### src/rtl/wallace_mult_pipelined.sv
// rtl/wallace_mult_pipelined.sv - pipelined Baugh-Wooley/Wallace multiplier with tag sideband and backpressure
module wallace_mult_pipelined #(
    parameter int WIDTH  = 8,
    parameter int STAGES = 4,
    parameter int TAG_W  = 4
) (
    input  logic               clk,
    input  logic               rst,
    input  logic               in_valid,
    output logic               in_ready,
    input  logic [WIDTH-1:0]   in_a,
    input  logic [WIDTH-1:0]   in_b,
    input  logic               in_signed,
    input  logic [TAG_W-1:0]   in_tag,
    output logic               out_valid,
    input  logic               out_ready,
    output logic [2*WIDTH-1:0] out_p,
    output logic [TAG_W-1:0]   out_tag
);
    // Operands are widened by one bit so both modes share one signed (WIDTH+1)-bit array.
    localparam int N      = WIDTH + 1;
    localparam int PW     = 2 * WIDTH;
    localparam int R      = N + 1;
    localparam int LAYERS = 10;
    localparam int MID    = (STAGES > 2) ? STAGES - 2 : 1;

    typedef struct packed {
        logic [PW-1:0] s;
        logic [PW-1:0] c;
    } csa_t;

    logic               adv;
    logic               v1;
    logic [WIDTH-1:0]   a1;
    logic [WIDTH-1:0]   b1;
    logic               sgn1;
    logic [TAG_W-1:0]   t1;
    csa_t               red;

    assign adv      = !out_valid || out_ready;
    assign in_ready = adv;

    // Columns at or above 2*WIDTH are dropped: the product is exact modulo 2^(2*WIDTH).
    function automatic csa_t reduce_pp(input logic [WIDTH-1:0] a, input logic [WIDTH-1:0] b,
                                       input logic sgn);
        logic [N-1:0]          ax;
        logic [N-1:0]          bx;
        logic [R-1:0][PW-1:0]  cur;
        logic [R-1:0][PW-1:0]  nxt;
        int                    cnt;
        int                    ncnt;
        csa_t                  res;
        ax  = {sgn & a[WIDTH-1], a};
        bx  = {sgn & b[WIDTH-1], b};
        cur = '0;
        for (int i = 0; i < N; i++)
            for (int j = 0; j < N; j++)
                if (i + j < PW)
                    cur[i][i+j] = (ax[i] & bx[j]) ^ ((i == N - 1) != (j == N - 1));
        cur[N][N] = 1'b1;
        cnt = R;
        for (int l = 0; l < LAYERS; l++) begin
            nxt  = '0;
            ncnt = 0;
            for (int g = 0; g < R; g += 3) begin
                if (g + 2 < cnt) begin
                    nxt[ncnt]   = cur[g] ^ cur[g+1] ^ cur[g+2];
                    nxt[ncnt+1] = ((cur[g] & cur[g+1]) | (cur[g] & cur[g+2]) |
                                   (cur[g+1] & cur[g+2])) << 1;
                    ncnt += 2;
                end else begin
                    if (g < cnt) begin
                        nxt[ncnt] = cur[g];
                        ncnt++;
                    end
                    if (g + 1 < cnt) begin
                        nxt[ncnt] = cur[g+1];
                        ncnt++;
                    end
                end
            end
            cur = nxt;
            cnt = ncnt;
        end
        res.s = cur[0];
        res.c = cur[1];
        return res;
    endfunction

    always_ff @(posedge clk or posedge rst) begin
        if (rst) begin
            v1   <= 1'b0;
            a1   <= '0;
            b1   <= '0;
            sgn1 <= 1'b0;
            t1   <= '0;
        end else if (adv) begin
            v1   <= in_valid;
            a1   <= in_a;
            b1   <= in_b;
            sgn1 <= in_signed;
            t1   <= in_tag;
        end
    end

    always_comb begin
        red = reduce_pp(a1, b1, sgn1);
    end

    generate
        if (STAGES == 2) begin : g_short
            always_ff @(posedge clk or posedge rst) begin
                if (rst) begin
                    out_valid <= 1'b0;
                    out_p     <= '0;
                    out_tag   <= '0;
                end else if (adv) begin
                    out_valid <= v1;
                    out_p     <= red.s + red.c;
                    out_tag   <= t1;
                end
            end
        end else begin : g_long
            // Carry-save rows ride the middle stages; the final add sits ahead of the output register.
            logic [MID-1:0]            mv;
            logic [MID-1:0][PW-1:0]    ms;
            logic [MID-1:0][PW-1:0]    mc;
            logic [MID-1:0][TAG_W-1:0] mt;
            always_ff @(posedge clk or posedge rst) begin
                if (rst) begin
                    mv        <= '0;
                    ms        <= '0;
                    mc        <= '0;
                    mt        <= '0;
                    out_valid <= 1'b0;
                    out_p     <= '0;
                    out_tag   <= '0;
                end else if (adv) begin
                    mv[0] <= v1;
                    ms[0] <= red.s;
                    mc[0] <= red.c;
                    mt[0] <= t1;
                    for (int k = 1; k < MID; k++) begin
                        mv[k] <= mv[k-1];
                        ms[k] <= ms[k-1];
                        mc[k] <= mc[k-1];
                        mt[k] <= mt[k-1];
                    end
                    out_valid <= mv[MID-1];
                    out_p     <= ms[MID-1] + mc[MID-1];
                    out_tag   <= mt[MID-1];
                end
            end
        end
    endgenerate
endmodule

### config.mk
export PLATFORM = sky130hd
export DESIGN_NAME = wallace_mult_pipelined
export DESIGN_NICKNAME = d
export VERILOG_FILES = /design/src/rtl/wallace_mult_pipelined.sv
export SDC_FILE = /design/constraint.sdc
export NUM_CORES = 1
export LEC_CHECK = 0
export ABC_CLOCK_PERIOD_IN_PS = 4300
export CAP_MARGIN = 20
export CORE_ASPECT_RATIO = 0.7
export CORE_MARGIN = 5
export CORE_UTILIZATION = 55
export DETAILED_ROUTE_END_ITERATION = 7
export PLACE_DENSITY = 0.76
export REMOVE_ABC_BUFFERS = 1
export SLEW_MARGIN = 20
export SYNTH_ARGS = -nofsm -noshare
export SYNTH_HDL_FRONTEND = slang
export SYNTH_SLANG_ARGS = --single-unit
### constraint.sdc
create_clock -name clk -period 4.3 [get_ports clk]
set_input_delay 0.43 -clock clk [delete_from_list [all_inputs] [get_ports clk]]
set_output_delay 0.43 -clock clk [all_outputs]
set_load 0.03 [all_outputs]
======== Yosys cells after proc, flatten, opt, wreduce, memory -nomap -nowiden ========
Index checks and enable logic that the tools add are counted.
W data, S select, Z words.
storage, ports and cells
  flip-flop bits (word level) ............. 115
  logic and storage cells ................. 170
  output and inout port bits .............. 22
cells by class
  reduce and logical (&&, ||, !) cells .... 2
  bitwise gates (word level) .............. 152
  $add $sub $neg .......................... 1
operator list
  kind              number
  $and A15 B15 Y15  13
  $or A15 B15 Y15   9
  $xor A16 B16 Y16  6
  $and A1 B1 Y1     82
  $xor A15 B16 Y16  2
  $or A15 B10 Y15   2
  $and A12 B14 Y14  2
  $not A1 Y1        17
  $add A16 B16 Y16  1
  $xor A14 B16 Y16  1
  $or A15 B14 Y15   1
  $and A11 B14 Y14  1
  $and A13 B14 Y14  1
  $or A13 B14 Y14   1
  $or A14 B14 Y14   1
  $xor A12 B14 Y14  1
  $xor A13 B14 Y14  1
  $and A12 B13 Y13  1
  $xor A12 B13 Y13  1
  $and A11 B12 Y12  1
  $xor A11 B12 Y12  1
  $and A10 B11 Y11  1
  $and A9 B11 Y11   1
  $or A10 B11 Y11   1
  6 further kinds   6

======== Longest topological paths before layout ========
  word-level depth ........................ 18
  mapped depth ............................ 13

======== Least setup slack after synthesis ========
OpenSTA, ideal clock, no wires.
  kind .................................... flip-flop to flip-flop
  start ................................... register a1[7]
  end ..................................... register g_long.ms[9] (netlist name)
  arrival time ............................ 3089 ps
  path buffers ............................ 1
  slack ................................... 1064 ps
  data required time ...................... 4152 ps
  stages on the path, launching flop included .. 12
  path through ............................ dfrtp_1 > clkbuf_1 > and2_1 > fa_1 > fa_1 > inv_1 > fa_1 > inv_1 > fa_1 > inv_1 > ha_1 > a21oi_1
on the way
  word-level cells in the longest chain between the ends .. 13
ends and longest elaborated chain
  item                                                                      RTL line  text
  start: declaration                                                        34        logic [WIDTH-1:0] a1;
  start signal: assignment                                                  99        a1 <= in_a;
  $and A1 B1 Y1 (on tied branches)                                          59, 53
  $xor A15 B16 Y16 / $and A1 B1 Y1 (equally long branches)                  67, 59
  $xor A16 B16 Y16 / $not A1 Y1 (equally long branches)                     n/a
  $xor A15 B16 Y16 / $xor A16 B16 Y16 (equally long branches)               67        nxt[ncnt] = cur[g] ^ cur[g+1] ^ cur[g+2];
  $xor A16 B16 Y16 / $xor A15 B16 Y16 (equally long branches)               67
  $and A15 B15 Y15 / $xor A16 B16 Y16 (equally long branches)               68, 67
  $or A15 B15 Y15 / $and A15 B15 Y15 (equally long branches)                68        nxt[ncnt+1] = ((cur[g] & cur[g+1]) | (cur[g] & cur[g+2]) |
  $or A15 B15 Y15                                                           68
  $and A15 B15 Y15 / $or A15 B15 Y15 (equally long branches)                68
  $or A15 B15 Y15 / $xor A16 B16 Y16 (equally long branches) (2 in series)  68, 67
  $xor A16 B16 Y16 *                                                        67
  $not A1 Y1 (no source line) *                                             n/a
  end signal: indexed assignment                                            145       ms[k] <= ms[k-1];
  end: declaration                                                          126       logic [MID-1:0][PW-1:0] ms;
Every way passes the cells marked *; elsewhere a longest branch is shown, timed or not.
A chain may end at the register's enable or synchronous reset.

======== Final worst setup path ========
Same ends and word-level chain as after synthesis.

==> metrics.csv <==
stage;metric;value;unit
finish;fillcell total;896;
run_status;status;complete, no violations;
critical_path;WP data required;4.58;ns
drt;drt wl/cell;13.3;µm
critical_path;path depth of the worst reg2reg path;11;
floorplan;IO Count;47;
synthesis;Post-Synthesis Cells;700;
critical_path;crit path max fanout;12;
timing;clock skew;0.00559;ns
timing;minimum clock period after layout;3.53;ns
pwr;Clk network pwr share;13.4;%
pwr;Lkg Pwr;3.73;nW
grt;initial antenna violation count;0;
synthesis;syn_area_per_cell;8.96;µm²
timing;period utilisation layout;82.0;%
pwr;sequential power share;27.5;%
critical_path;RR Startpoint;a1[7]$_DFFE_PP0P_;
cts;CTS root buf;clkbuf_16;
timing;# setup viols final;0;
cts;CTS Hold Bufs;0;
drt;Via density;4.95;
synthesis;sequential share of the synthesized area;41.9;%
critical_path;Crit path arrival time;3.80;ns
grt;Total GRT Usage;19.3;%
grt;GRT overflow;0;
cts;CTS tree;yes;
cts;clk sinks;105;
critical_path;Setup crit end;g_long.ms[9]$_DFFE_PP0P_;
drt;# DRC;0;
timing;final slew viol count;0;
timing;Setup TNS Final;0;ns
floorplan;placement row count;32;
timing;unrepaired setup endpoints after global routing;no;
timing;f_max;283;MHz
floorplan;Die X;138;µm
critical_path;critical path capture point type;register;
synthesis;Synth Cell Area;6270;µm²
grt;pin count of the biggest net entering global routing;117;
synthesis;Synth area leader;dfrtp_1;
drt;DR iter-0 viols;321;
cts;cts repair resizes;0;
drt;vias;4378;
critical_path;Worst R2R Setup Slack;0.77;ns
pwr;Sw Ratio;44.2;%
synthesis;FF+latch count, synth;105;
grt;first-pass GRT wire length;21200;µm
pwr;maximum VDD drop;345;µV
cts;total CTS buffers;9;
pwr;combinational cell fraction of total power;59.1;%
critical_path;Reg2Reg Capture Point;g_long.ms[9]$_DFFE_PP0P_;
placement;GPL Wtd Cong;0.854;
synthesis;warnings from Yosys;0;
placement;post-DP HPWL;8280;µm
finish;diode count;0;
drt;drt first pass iters;4;
hold_path;Hold Crit Class;register to register;
cts;clock slew seen by the registers of the worst setup and hold paths;0.07;ns
timing;Worst Max-Slew Pin Slew;0.930;ns
pwr;PwrDens;896;nW/µm²
timing;Hold WS;0.468;ns
synthesis;ys flop type;dfrtp_1;
drt;final wirelength;11800;µm
synthesis;Netlist cell types;31;
pwr;Switching Power;2.83;mW
grt;vias in the first global route;4479;
drt;Routed Antenna Nets;0;
hold_path;Hold Path Stages;2;
critical_path;Crit Path Category;register to register;
critical_path;Worst Setup SP;a1[7]$_DFFE_PP0P_;
floorplan;Initial Util;56.5;%
timing;Final Hold Viols;0;
synthesis;Synth top area share;41.9;%
finish;synthesis-to-layout area growth;14.1;%
timing;worst rel slew slack;38.0;%
finish;share of cells above drive strength 1;3.14;%
synthesis;Post-synth EDFFs;0;
finish;NumNets Final;838;
cts;clk_lat worst skew;0.35;ns
floorplan;area of the die;13700;µm²
placement;I/O Buffers;46;
run;max_cap viols;0;
cts;H-tree Lvls;3;
floorplan;core box area;11100;µm²
synthesis;cell with the most instances after synthesis;nand2_1;
pwr;Int Pwr;3.57;mW
floorplan;Chip Height;99.3;µm
cts;Post-CTS Setup Bufs;0;
synthesis;most frequent cells after synthesis;nand2_1, dfrtp_1, inv_1;
critical_path;CP startpoint kind;register;
cts;clk buf depth;2;
synthesis;dominant cells by area after synthesis;dfrtp_1, nand2_1, fa_1;
synthesis;ys async rst share;100;%
[final cells by class]
cell class,instances,area [µm²],share of cell area (%)
multi-input cells,505,3300,46.2
inverters,57,220,3.08
repair buffers,49,495,6.93
clock inverters,5,70.1,0.980
flip-flops and latches,105,2630,36.8
clock buffers,11,243,3.40
well taps,153,191,2.68
[power groups by stage]
| stage | sequential, mW | clock [mW] | combinational, mW |
|---|---|---|---|
| after floorplan | 1.87 | 0 | 2.74 |
| after global placement | 1.76 | 0 | 3.64 |
| after detailed placement | 1.78 | 0 | 3.84 |
| after CTS | 1.76 | 0.882 | 3.88 |
| after global routing | 1.83 | 0.920 | 4.55 |
| final | 1.76 | 0.857 | 3.78 |
[worst min-delay path by stage]
stage / start / end / slack, ns
2_1_floorplan: g_long.mv[1]$_DFFE_PP0P_ / g_long.mv[1]$_DFFE_PP0P_ / 0.43
3_3_place_gp: g_long.mv[1]$_DFFE_PP0P_ / g_long.mv[1]$_DFFE_PP0P_ / 0.45
3_5_place_dp: t1[3]$_DFFE_PP0P_ / t1[3]$_DFFE_PP0P_ / 0.46
5_1_grt: g_long.ms[16]$_DFFE_PP0P_ / out_p[0]$_DFFE_PP0P_ / 0.49
6_report: g_long.mc[6]$_DFFE_PP0P_ / g_long.mc[6]$_DFFE_PP0P_ / 0.47
4_1_cts: out_p[1]$_DFFE_PP0P_ / out_p[1]$_DFFE_PP0P_ / 0.47
[layer usage]
| metal | GRT usage, % | wire (µm) | up-vias |
|---|---|---|---|
| met1 | 28.2 | 5830 | 2089 |
| li1 | - | - | 2175 |
| met3 | 3.99 | 483 | 20 |
| met2 | 29.5 | 5260 | 94 |
| met4 | 5.29 | 183 | 0 |
| met5 | 0 | 0 | - |
[through the flow]
step                      util [%]  power [mW]  worst slack [ns]  cells  cell area [µm²]
after floorplan                  -        4.61             -2.01    667             6140
after global placement        61.6        5.41             0.871    869             6830
after detailed placement      61.6        5.62             0.752    869             6830
after CTS                     64.4        6.52             0.741    885             7150
after global routing          64.5        7.30             0.519    885             7150
final                         64.5        6.41             0.773    885             7150
[placed cells by master (no fill, tap or decap), types with 2 or more instances in the layout]
cell	Yosys	final
inv_8	0	2
clkdlybuf4s50_1	0	46
xor2_1	3	3
inv_6	0	2
fa_1	51	51
nand2_1	309	309
o21ai_1	2	2
clkbuf_16	0	9
mux2i_1	2	2
and3_1	4	4
a21oi_1	14	14
o22ai_1	2	2
o21ai_0	4	4
xnor2_1	5	5
buf_4	0	2
nand2b_1	2	2
nor2_1	12	12
a21o_1	2	2
and2_1	47	47
dfrtp_1	105	105
inv_1	56	55
ha_1	35	35
[cell families after synthesis]
| kind of cell | Yosys count | share of synthesized area [%] |
|---|---|---|
| mux | 3 | 0.499 |
| fa+ha+maj | 86 | 23.3 |
| compound gates | 29 | 2.67 |
| xor+xnor | 8 | 1.12 |
| buf+inv | 90 | 5.53 |
| flops | 105 | 41.9 |
| simple gates | 379 | 25.0 |
[registers in the layout, summed over array words and instances, names as in the netlist]
name / flops
g_long.mt: 8
g_long.mc: 20
out_tag: 4
out_valid: 1
out_p: 16
g_long.mv: 2
t1: 4
b1: 8
g_long.ms: 32
sgn1: 1
a1: 8
v1: 1
[critical path, stage by stage (launching register included)]
cell and delay (ns):
dfrtp_1 0.50, and2_1 0.28, nand2_1 0.11, fa_1 0.51, fa_1 0.52, inv_1 0.06, fa_1 0.54, inv_1 0.05
fa_1 0.47, inv_1 0.04, ha_1 0.26, a21oi_1 0.11
(Power assumes the default switching activity.)
